### src/rtl/alu_issue.sv
// alu_issue: ID/EX operand-issue stage in front of the 64-bit combinational ALU.
// Accepts decoded instructions on a valid/ready handshake, resolves RAW hazards
// and registers the selected operands that drive the ALU inputs directly.
// Build option: define ALU_ISSUE_FWD_EN to enable EX/MEM/WB forwarding; when it
// is undefined, operands come from the register file and any RAW match stalls.
module alu_issue #(
  parameter int unsigned XLEN = 64,
  parameter int unsigned RW   = 5
) (
  input  logic            clk,
  input  logic            rst,
  input  logic            id_valid,
  output logic            id_ready,
  input  logic [3:0]      id_alu_op,
  input  logic            id_is_32bit,
  input  logic [RW-1:0]   id_rs1,
  input  logic [RW-1:0]   id_rs2,
  input  logic [XLEN-1:0] id_rs1_data,
  input  logic [XLEN-1:0] id_rs2_data,
  input  logic [XLEN-1:0] id_imm,
  input  logic            id_use_imm,
  input  logic [RW-1:0]   id_rd,
  input  logic            id_wen,
  input  logic            id_is_load,
  input  logic            flush,
  input  logic [XLEN-1:0] alu_result,
  input  logic            mem_wen,
  input  logic [RW-1:0]   mem_rd,
  input  logic [XLEN-1:0] mem_data,
  input  logic            wb_wen,
  input  logic [RW-1:0]   wb_rd,
  input  logic [XLEN-1:0] wb_data,
  input  logic            ex_ready,
  output logic            ex_valid,
  output logic [3:0]      ex_alu_op,
  output logic            ex_is_32bit,
  output logic [XLEN-1:0] ex_alu_A,
  output logic [XLEN-1:0] ex_alu_B,
  output logic [XLEN-1:0] ex_rs2_data,
  output logic [RW-1:0]   ex_rd,
  output logic            ex_wen,
  output logic            ex_is_load
);

  logic            free;
  logic            capture;
  logic            hazard;
  logic            rs2_used;
  logic            ex_hit1, ex_hit2, mem_hit1, mem_hit2, wb_hit1, wb_hit2;
  logic [XLEN-1:0] rs1_val, rs2_val;

  // Source-match detection; x0 never matches any producer.
  always_comb begin
    rs2_used = !id_use_imm || (!id_wen && !id_is_load);
    ex_hit1  = ex_valid && ex_wen && (ex_rd == id_rs1) && (id_rs1 != '0);
    ex_hit2  = ex_valid && ex_wen && (ex_rd == id_rs2) && (id_rs2 != '0);
    mem_hit1 = mem_wen && (mem_rd == id_rs1) && (id_rs1 != '0);
    mem_hit2 = mem_wen && (mem_rd == id_rs2) && (id_rs2 != '0);
    wb_hit1  = wb_wen && (wb_rd == id_rs1) && (id_rs1 != '0);
    wb_hit2  = wb_wen && (wb_rd == id_rs2) && (id_rs2 != '0);
  end

`ifdef ALU_ISSUE_FWD_EN
  // Forwarding muxes (EX > MEM > WB > regfile); only load-use stalls.
  always_comb begin
    hazard  = ex_is_load && (ex_hit1 || (rs2_used && ex_hit2));
    rs1_val = id_rs1_data;
    if (ex_hit1 && !ex_is_load) rs1_val = alu_result;
    else if (mem_hit1)          rs1_val = mem_data;
    else if (wb_hit1)           rs1_val = wb_data;
    rs2_val = id_rs2_data;
    if (ex_hit2 && !ex_is_load) rs2_val = alu_result;
    else if (mem_hit2)          rs2_val = mem_data;
    else if (wb_hit2)           rs2_val = wb_data;
  end
`else
  logic unused_fwd;
  assign unused_fwd = ^{alu_result, mem_data, wb_data};

  // No forwarding: any in-flight writer of a used source stalls until written back.
  always_comb begin
    hazard  = (ex_hit1 || mem_hit1 || wb_hit1) ||
              (rs2_used && (ex_hit2 || mem_hit2 || wb_hit2));
    rs1_val = id_rs1_data;
    rs2_val = id_rs2_data;
  end
`endif

  // Handshake: accept only into a free slot, free of hazards and not flushing.
  always_comb begin
    free     = !ex_valid || ex_ready;
    id_ready = free && !hazard && !flush;
    capture  = id_valid && id_ready;
  end

  // EX slot register: reset > flush > capture > drain; fields hold otherwise.
  always_ff @(posedge clk) begin
    if (rst) begin
      ex_valid    <= 1'b0;
      ex_alu_op   <= '0;
      ex_is_32bit <= 1'b0;
      ex_alu_A    <= '0;
      ex_alu_B    <= '0;
      ex_rs2_data <= '0;
      ex_rd       <= '0;
      ex_wen      <= 1'b0;
      ex_is_load  <= 1'b0;
    end else if (flush) begin
      ex_valid <= 1'b0;
    end else if (capture) begin
      ex_valid    <= 1'b1;
      ex_alu_op   <= id_alu_op;
      ex_is_32bit <= id_is_32bit;
      ex_alu_A    <= rs1_val;
      ex_alu_B    <= id_use_imm ? id_imm : rs2_val;
      ex_rs2_data <= rs2_val;
      ex_rd       <= id_rd;
      ex_wen      <= id_wen;
      ex_is_load  <= id_is_load;
    end else if (free) begin
      ex_valid <= 1'b0;
    end
  end

endmodule
### config.mk
export PLATFORM = sky130hd
export DESIGN_NAME = alu_issue
export DESIGN_NICKNAME = d
export VERILOG_FILES = /design/src/rtl/alu_issue.sv
export SDC_FILE = /design/constraint.sdc
export NUM_CORES = 1
export LEC_CHECK = 0
export ABC_AREA = 1
export CAP_MARGIN = 10
export CORE_AREA = 5 5 240 242
export CTS_CLUSTER_DIAMETER = 50
export DETAILED_ROUTE_END_ITERATION = 10
export DIE_AREA = 0 0 245 247
export GPL_TIMING_DRIVEN = 0
export PLACE_DENSITY = 0.42
export SLEW_MARGIN = 20
export SYNTH_ARGS = -nofsm -noshare
export SYNTH_HDL_FRONTEND = slang
export SYNTH_SLANG_ARGS = --single-unit
### constraint.sdc
create_clock -name clk -period 5 [get_ports clk]
set_input_delay 1.5 -clock clk [delete_from_list [all_inputs] [get_ports clk]]
set_output_delay 1.5 -clock clk [all_outputs]
set_load 0.03 [all_outputs]
* After elaboration in Yosys (flattened, before gate mapping)
Index checks and enable logic that the tools add are counted.
Operators by class: $add $sub $neg 0, $mul 0, divide/modulo/power cells 0, order comparisons 0, eq/ne operators 6, shift operators 0, muxes and demuxes 3, bitwise logic cells 1, reduce and logical (&&, ||, !) cells 36
Operators with widths (number):
- 2-to-1 mux 64 bit | 1
- equality test 5 bit | 6
- logical AND 1 bit | 18
- nonzero test 5 bit | 2
- logical OR 1 bit | 7
- zero test 1 bit | 6
- 2-to-1 mux 1 bit | 2
- AND reduction 2 bit | 1
- nonzero test 2 bit | 1
- OR reduction 2 bit | 1
- NOT 1 bit | 1
Word-level totals: register bits 205, latch bits 0, bits in writable memories 0, ROM bits 0, bits of input ports 424, output and inout port bits 206, word-level logic and storage cells 55, memories kept 0

* Depth between registers and ports, before layout
Gate-level depths: netlist of the first run.
word-level depth 12, depth in mapped cells 13, mapped depth without buffers 11

* Least setup slack after synthesis of the first run
No wires, ideal clock.
path kind input -> output, start point in id_rs2[1], end point out id_ready, data arrival time 2.264 ns, data required time 3.500 ns, slack 1.236 ns, stages 9, buffers on the path 0, cells stage by stage inv_1 nand2_1 nand2_1 nor2_1 nand3_1 nand3_1 nand2_2 nand3_2 inv_1
Between the ends: word-level cells in the longest chain between the ends 10, elaborated cells between the ends (all ways) 17, classes of those cells 3 x eq/ne; 14 x reduce/logical
RTL lines:
- from (decl) | RTL line 17 | input logic [RW-1:0] id_rs2,
- equality test 5 bit (on tied branches) | RTL line 56, 58
- logical AND 1 bit (on tied branches) (2 in a row) | RTL line 56, 58
- logical OR 1 bit | RTL line 83 | (rs2_used && (ex_hit2 || mem_hit2 || wb_hit2));
- logical OR 1 bit * | RTL line 83
- logical AND 1 bit * | RTL line 83
- logical OR 1 bit * | RTL line 82 | hazard = (ex_hit1 || mem_hit1 || wb_hit1) ||
- zero test 1 bit * | RTL line 92 | id_ready = free && !hazard && !flush;
- logical AND 1 bit * (2 in a row) | RTL line 92
- to (decl) | RTL line 13 | output logic id_ready,
Mark *: on every way between the ends. The rest lies on a longest branch, timed or not.

* Final worst setup path of the first run
start point in id_rs1[0], end point out id_ready
Between the ends: word-level cells in the longest chain between the ends 9, elaborated cells between the ends (all ways) 16, classes of those cells 3 x eq/ne; 13 x reduce/logical
RTL lines:
- from (decl) | RTL line 16 | input logic [RW-1:0] id_rs1,
- equality test 5 bit (on tied branches) | RTL line 55, 57
- logical AND 1 bit (on tied branches) (2 in a row) | RTL line 55, 57
- logical OR 1 bit | RTL line 82
- logical OR 1 bit * (2 in a row) | RTL line 82
- zero test 1 bit * | RTL line 92
- logical AND 1 bit * (2 in a row) | RTL line 92
Marked as above.

==> impl_metrics.ini, run 1 <==
[status]
status = completed

[global_route]
grt_start_max_net_pins = 11
first_global_vias = 11500
antenna_found_initial = 6
grt_use_total = 0.157
gr-total-overflow = 0
grt_pass1_wl_um = 72700

[synthesis]
syn_area_um2 = 10100
syn_inst = 1628
avgSynthCellArea_um2 = 6.20
syn-num-nets = 2052
synth_seq_cells = 205
ys_seq_area_frac = 0.407
yosys_warnings = 0
synth_cell_types = 18

[route]
vias = 11600
drt-met1-wl_um = 21400
postRouteWirelength_um = 49600
wl_met3_um = 4370
drt_iter0_markers = 622
via_per_inst = 4.08
avgRoutedWirePerCell_um = 17.5
highest_layer = met5
met2_length_um = 22900
antenna_left = 0
drcViolationCount = 0
first_pass_iters = 5

[sta]
fin_worst_skew_ns = 0.00956
setup_viol = 0
timing.final.crit_share = 0.963
fin_setup_tns_ns = 0
final_max_slew_viol_count = 0
fin_crit_ns = 4.82
tightest_slew_ns = 1.14
hold_violations = 0
max_clock_freq_mhz = 208
rsz0062_at_grt = false
max_slew_margin = 0.241

[clock_tree]
cts_tree = done
clock_path_buffers = 3
cts_setup_buffers = 0
cts.clk_slew.worst_paths_ns = 0.05
cts_hold_buf = 0
insertion_delay_ns = 0.54
clock_sinks = 205
numCtsBuffers = 40
root_buffer = clkbuf_16
htree_levels = 2
cts-resized-gates = 2

[power_and_ir_drop]
peakVddDrop_uv = 185
power_density_nw_per_um2 = 344
finalPower_mw = 5.72
p_leak_nw = 7.68

[critical_path]
cpPeakStageDelay_ns = 0.60
crit_slowest_cell = clkdlybuf4s50_1
cp_cell_sequence = clkdlybuf4s50_1, inv_2, nand2_1, nand2_1, nor2_1, nand3_1, nand3_1, nand2_1, nand3_2, inv_1, dlygate4sd2_1
cp-end-kind = primary output
critical_path_class = primary input to primary output
cpMostUsedCell = nand2_1
critPathMaxFanout = 5
required_ns = 3.50
crit_arrival_ns = 3.32
startpoint_type = primary input

[placement]
dpl-instance-area_um2 = 15300
dp_hpwl_um = 38600
gp_congestion = 0.889
portBuffers = 436

[hold_path]
holdCritPathClass = flip-flop to flip-flop

[die]
row_count = 86
die_y_um = 247
dieArea_um2 = 60500
start_util = 0.184
boundaryPins = 630
core_area_um2 = 54900
die_w_um = 245

[final_layout]
postLayoutCoreUtil = 0.303
final_area_um2 = 16600
syn2layout_area_growth_pct = 64.8
drive_gt1_frac = 0.0613
layout.nets = 2530

[job]
drv_cap = 0
power breakdown:
group / internal, mW / switching (mW)
Clock: 1.63 / 0.950
Sequential: 1.77 / 0.0737
Combinational: 0.543 / 0.759
Total: 3.94 / 1.78
metrics by stage:
stage | hold WS (ns) | instances | setup WS, ns
finish | 0.477 | 2844 | 0.184
global route | 0.500 | 2842 | 0.00871
CTS | 0.482 | 2840 | 0.147
detailed placement | 0.471 | 2768 | -0.119
global placement | 0.462 | 2768 | -0.126
floorplan | 0.606 | 1628 | 1.24
final timing paths:
check,startpoint,end,slack (ns),cells past startpoint
hold reg to reg,ex_rs2_data[45],ex_rs2_data[45],0.48,2
setup reg to reg,ex_rd[2],ex_rd[3],2.67,11
hold / removal,ex_rs2_data[45],ex_rs2_data[45],0.48,2
setup / recovery,id_rs1[0],id_ready,0.18,11
logic make-up (layout without fill, tap and decap cells):
kind of cell           count (synthesis)  count (layout)  synth area share
AND/OR/NAND/NOR                     1003            1003             0.412
buffers and inverters                348             856             0.145
flip-flops                           205             205             0.407
AO/OA/AOI/OAI                         72              72            0.0357
other                                  0               4                 0
area by class of cell:
class	instances	area, µm²
Inverter	237	890
Clock buffer	51	1110
Sequential cell	205	4100
Buffer	111	579
Fill cell	6097	38300
Antenna cell	4	10.0
Timing Repair Buffer	436	4360
Clock inverter	21	163
Tap cell	704	881
Multi-Input combinational cell	1075	4520
cell usage in the layout, fill, tap and decap left out, types with 2 or more instances in the layout:
cell	n
dlygate4sd2_1	2
clkbuf_1	33
buf_2	29
inv_6	3
buf_4	11
o21ai_0	68
o21ai_1	3
clkinv_4	3
dfxtp_1	205
nand3_1	9
nand4_1	146
clkbuf_8	5
nand2_1	411
diode_2	4
buf_1	30
inv_1	230
clkdlybuf4s50_1	434
clkinvlp_4	4
nor2_2	2
buf_6	11
clkbuf_2	2
clkinv_2	10
inv_2	7
nor2_1	433
clkbuf_16	41
registers in the layout, summed over array words and instances, names as in the netlist:
register	cells
ex_is_load	1
ex_alu_op	4
ex_wen	1
ex_is_32bit	1
ex_alu_B	64
ex_valid	1
ex_alu_A	64
ex_rd	5
ex_rs2_data	64
metal layers:
| metal | vias up | global-route usage |
|---|---|---|
| met4 | 4 | 0.0393 |
| met5 | - | 0 |
| met1 | 5222 | 0.195 |
| met3 | 64 | 0.0590 |
| li1 | 5943 | - |
| met2 | 381 | 0.257 |
critical path, delay by kind of cell:
| family | cells | cell delay (ns) |
|---|---|---|
| buf+inv | 4 | 1.09 |
| simple gates | 7 | 0.71 |
Yosys cell counts (all sizes together):
cell | n | area, µm²
clkbuf | 30 | 113
inv | 237 | 890
nand4 | 146 | 913
nor2 | 435 | 1640
a21oi | 1 | 5.00
buf | 81 | 464
nand2 | 412 | 1550
nand3 | 10 | 55.1
dfxtp | 205 | 4100
o21ai | 71 | 355
Note: power is estimated with default switching activity, not from simulation.
==> inputs of run 2 (changes only) <==
--- a/config.mk
+++ b/config.mk
@@ -13,7 +13,6 @@
 export DIE_AREA = 0 0 245 247
 export GPL_TIMING_DRIVEN = 0
 export PLACE_DENSITY = 0.42
-export SLEW_MARGIN = 20
 export SYNTH_ARGS = -nofsm -noshare
 export SYNTH_HDL_FRONTEND = slang
 export SYNTH_SLANG_ARGS = --single-unit
==> run 2 against run 1 <==
Effect of this change:
- via count rose by 0.40%
- power rose by 5.1%
- maximum frequency fell by 0.39%
- non-clock buffer count did not move
- sequential power barely moved
- sequential cell count did not move
- clock skew rose by 0.0093 ns
- die area did not move
- critical path depth did not move
- first-iteration DRC count fell by 9.0%
==> impl_metrics.ini, run 2 (synthesis results as in run 1) <==
[route]
via_per_inst = 4.09
avgRoutedWirePerCell_um = 17.4
first_pass_iters = 5
antenna_left = 0
drt_iter0_markers = 566
postRouteWirelength_um = 49600
drcViolationCount = 0
vias = 11700

[final_layout]
final_cell_mix = 434 x clkdlybuf4s50_1, 433 x nor2_1, 411 x nand2_1, 230 x inv_1, 205 x dfxtp_1
fin_cells = 2851
syn2layout_area_growth_pct = 66.4
largest_registers = ex_alu_A: 64 flops, ex_alu_B: 64 flops, ex_rs2_data: 64 flops
fillers = 6060
mostFrequentLayoutCell = clkdlybuf4s50_1
layout.nets = 2532
drive_gt1_frac = 0.0626

[critical_path]
startpoint_type = primary input
critical_path_class = primary input to primary output
rr_startpoint = ex_rd[0]
crit_arrival_ns = 3.33
rr_worst_depth = 11
required_ns = 3.50
critPathMaxFanout = 5
ff2ff_setup_slack_ns = 2.21
cp-end-kind = primary output
r2r_end = ex_rd[3]

[hold_path]
min_to = ex_rs2_data[45]
hold_start = ex_rs2_data[45]
holdCritPathClass = flip-flop to flip-flop
hold_depth = 2

[clock_tree]
cts_tree = done
clock_sinks = 205
root_buffer = clkbuf_16
htree_levels = 2
insertion_delay_ns = 0.54
cts_setup_buffers = 0
cts.clk_slew.worst_paths_ns = 0.05
numCtsBuffers = 42
clock_path_buffers = 3

[power_and_ir_drop]
p_leak_nw = 7.75
finalPower_mw = 6.01
intPower_mw = 4.18
p_seq_frac = 0.306
clockPowerShare = 0.477
power_density_nw_per_um2 = 358
p_sw_mw = 1.83
peakVddDrop_uv = 227
p_sw_frac = 0.304
combPwrFrac = 0.216

[die]
row_count = 86
dieArea_um2 = 60500
boundaryPins = 630
core_area_um2 = 54900
die_y_um = 247
die_w_um = 245
start_util = 0.184

[sta]
tightest_slew_ns = 1.19
timing.final.crit_share = 0.967
max_clock_freq_mhz = 207
rsz0062_at_grt = false
setup_viol = 0
fin_setup_tns_ns = 0
whs_ns = 0.477
max_slew_margin = 0.204
finalWorstSetupSlack_ns = 0.165
fin_worst_skew_ns = 0.0189
hold_violations = 0
final_max_slew_viol_count = 0
fin_crit_ns = 4.83

[global_route]
antenna_found_initial = 4
gr-total-overflow = 0
grt_start_max_net_pins = 11
grt_pass1_wl_um = 72600
grt_use_total = 0.156
first_global_vias = 11600

[placement]
portBuffers = 436
dp_cells = 2768
gp_congestion = 0.889
dp_hpwl_um = 38600
pre_cts_ws_ns = -0.113

[job]
drv_cap = 0

[status]
status = completed
==> run 2: repair_timing <==
| action | in CTS | in global routing |
|---|---|---|
| endpoints found under the hold margin | 0 | 0 |
| hold buffers | 0 | 0 |
| resized for setup | 2 | 0 |
| endpoints found under the setup margin | 1 | 0 |
==> run 2: cell type report <==
type,count,area [µm²],share of cell area
Antenna cell,5,12.5,0.000746
Buffer,111,577,0.0344
Clock buffer,56,1220,0.0726
Clock inverter,22,221,0.0132
Inverter,237,890,0.0530
Multi-Input combinational cell,1075,4520,0.269
Sequential cell,205,4100,0.245
Tap cell,704,881,0.0525
Timing Repair Buffer,436,4360,0.260
==> run 2: power by group through the flow <==
| stage | sequential [mW] | combinational, mW | clock (mW) |
|---|---|---|---|
| floorplan | 2.11 | 0.429 | 0 |
| global placement | 1.87 | 1.32 | 0 |
| detailed placement | 1.87 | 1.31 | 0 |
| CTS | 1.84 | 1.32 | 2.97 |
| global route | 1.85 | 1.42 | 3.04 |
| finish | 1.84 | 1.30 | 2.87 |
==> run 2: critical path, cell delays in order <==
cell	delay, ns
clkdlybuf4s50_1	0.61
inv_2	0.09
nand2_1	0.08
nand2_1	0.05
nor2_1	0.22
nand3_1	0.11
nand3_1	0.09
nand2_1	0.08
nand3_2	0.08
inv_1	0.05
dlygate4sd2_1	0.36
==> run 2: layer usage <==
| metal | wire (µm) | track usage |
|---|---|---|
| met5 | 19 | 0 |
| met4 | 1230 | 0.0483 |
| met3 | 4660 | 0.0617 |
| met2 | 22800 | 0.258 |
| met1 | 20800 | 0.188 |
==> run 2: how the worst max path moves through the flow <==
stage	start	end	slack, ns	cells past startpoint
2_1_floorplan	id_rs2[1]	id_ready	1.24	9
3_3_place_gp	id_use_imm	id_ready	-0.13	8
3_5_place_dp	id_use_imm	id_ready	-0.11	8
4_1_cts	id_rs2[3]	id_ready	0.17	11
5_1_grt	id_rs1[0]	id_ready	0.005	11
6_report	id_rs1[0]	id_ready	0.17	11
==> run 2: through the flow <==
step | util | instance area, µm²
CTS | 0.306 | 16800
floorplan | - | 10100
detailed placement | 0.279 | 15300
global route | 0.306 | 16800
finish | 0.306 | 16800
global placement | 0.279 | 15300
==> inputs of run 3 (changes only) <==
--- a/config.mk
+++ b/config.mk
@@ -7,12 +7,12 @@
 export LEC_CHECK = 0
 export ABC_AREA = 1
 export CAP_MARGIN = 10
-export CORE_AREA = 5 5 240 242
+export CORE_AREA = 2 2 244 246
 export CTS_CLUSTER_DIAMETER = 50
 export DETAILED_ROUTE_END_ITERATION = 10
-export DIE_AREA = 0 0 245 247
+export DIE_AREA = 0 0 246 248
 export GPL_TIMING_DRIVEN = 0
-export PLACE_DENSITY = 0.42
+export PLACE_DENSITY = 0.4
 export SYNTH_ARGS = -nofsm -noshare
 export SYNTH_HDL_FRONTEND = slang
 export SYNTH_SLANG_ARGS = --single-unit
==> run 3 against run 2 <==
Effect of this change:
- combinational power barely moved
- sequential share of layout area shrank 0.17 points
- critical path depth did not move
- power up 1.0%
- clock power rose by 2%
- sequential power hardly changed
- global-route usage about the same
- setup slack got worse by 0.019 ns
- highest routed layer unchanged
==> impl_metrics.ini, run 3 (synthesis results as in run 1) <==
[final_layout]
largest_registers = ex_alu_A: 64 flops, ex_alu_B: 64 flops, ex_rs2_data: 64 flops
syn2layout_area_growth_pct = 67.5
final_cell_mix = 435 x clkdlybuf4s50_1, 433 x nor2_1, 411 x nand2_1, 230 x inv_1, 205 x dfxtp_1
drive_gt1_frac = 0.0648
mostFrequentLayoutCell = clkdlybuf4s50_1
layout.nets = 2534
postLayoutCoreUtil = 0.289

[global_route]
grt_pass1_wl_um = 71800
first_global_vias = 11700
grt_start_max_net_pins = 12
gr-total-overflow = 0
antenna_found_initial = 3
grt_use_total = 0.156

[critical_path]
critPathMaxFanout = 7
rr_startpoint = ex_rd[3]
cpPeakStageDelay_ns = 0.51
ff2ff_setup_slack_ns = 2.27
crit_arrival_ns = 3.35
critical_path_class = primary input to primary output
startpoint_type = primary input
crit_slowest_cell = clkdlybuf4s50_1
required_ns = 3.50
cp_num_buf_inv = 4
cp_cell_sequence = clkdlybuf4s50_1, inv_1, nand2_1, nand2_1, nor2_1, nand3_1, nand3_1, nand2_2, nand3_2, inv_1, dlygate4sd2_1
r2r_end = ex_rs2_data[25]
cp_top_family = buffers and inverters
rr_worst_depth = 11
cp-end-kind = primary output

[sta]
max_clock_freq_mhz = 206
rsz0062_at_grt = false
fin_crit_ns = 4.85
fin_worst_skew_ns = 0.0354
tightest_slew_ns = 1.14
final_max_slew_viol_count = 0
timing.final.crit_share = 0.971
setup_viol = 0
hold_violations = 0
max_slew_margin = 0.241
fin_setup_tns_ns = 0

[route]
via_per_inst = 3.98
avgRoutedWirePerCell_um = 16.8
vias = 11600
drt_iter0_markers = 513
first_pass_iters = 5
drcViolationCount = 0
antenna_left = 0
postRouteWirelength_um = 48900

[power_and_ir_drop]
finalPower_mw = 6.07
peakVddDrop_uv = 188
p_leak_nw = 7.75
power_density_nw_per_um2 = 359

[clock_tree]
insertion_delay_ns = 0.57
cts.clk_slew.worst_paths_ns = 0.04
cts-resized-gates = 1
clock_path_buffers = 3
root_buffer = clkbuf_16
htree_levels = 2
numCtsBuffers = 44
clock_sinks = 205
cts_tree = done
cts_hold_buf = 0
cts_setup_buffers = 0

[job]
drv_cap = 0

[die]
dieArea_um2 = 61000
start_util = 0.173
die_w_um = 246
boundaryPins = 630
core_area_um2 = 58500
die_y_um = 248
row_count = 89

[hold_path]
min_to = ex_alu_A[63]
holdCritPathClass = flip-flop to flip-flop
hold_depth = 2
hold_start = ex_alu_A[63]

[placement]
portBuffers = 436
dp_hpwl_um = 38200
gp_congestion = 0.846

[status]
status = completed
run 3: area by class of cell:
class / instances / area [µm²]
Antenna cell: 1 / 2.50
Buffer: 111 / 577
Clock buffer: 54 / 1210
Clock inverter: 26 / 270
Fill cell: 6489 / 41600
Inverter: 237 / 890
Multi-Input combinational cell: 1075 / 4520
Sequential cell: 205 / 4100
Tap cell: 773 / 967
Timing Repair Buffer: 436 / 4360
run 3: worst reg2reg max path, delay by kind of cell (launching register included):
family / cells / cell delay [ns]
DFF: 1 / 0.47
and+or+nand+nor: 9 / 0.88
buffers and inverters: 2 / 1.26
run 3: power by group:
part / internal [mW] / leakage (nW) / switching, mW
Combinational: 0.543 / 5.36 / 0.758
Clock: 1.88 / 0.706 / 1.05
Sequential: 1.77 / 1.69 / 0.0724
Total: 4.19 / 7.75 / 1.88
run 3: through the flow:
step | instances | hold slack [ns] | area [µm²] | setup WS (ns)
after floorplan | 1628 | 0.606 | 10100 | 1.24
after global placement | 2837 | 0.463 | 15400 | -0.131
after detailed placement | 2837 | 0.471 | 15400 | -0.127
after CTS | 2917 | 0.484 | 16900 | 0.138
after global routing | 2917 | 0.499 | 16900 | 0.0130
final | 2918 | 0.478 | 16900 | 0.146
run 3: worst max-delay path by stage:
stage,endpoint,cells past startpoint,from,slack (ns)
after CTS,id_ready,11,id_rs2[1],0.14
after global placement,id_ready,8,id_use_imm,-0.13
after detailed placement,id_ready,11,id_rs2[1],-0.13
after floorplan,id_ready,9,id_rs2[1],1.24
final,id_ready,11,id_rs2[1],0.15
after global routing,id_ready,11,id_rs2[1],0.01
run 3: routing by layer:
layer | global-route usage | vias up | part of all wire
li1 | - | 5949 | -
met5 | 0 | - | 0.00057
met4 | 0.0595 | 4 | 0.030
met1 | 0.187 | 5199 | 0.42
met3 | 0.0604 | 82 | 0.095
met2 | 0.252 | 379 | 0.45
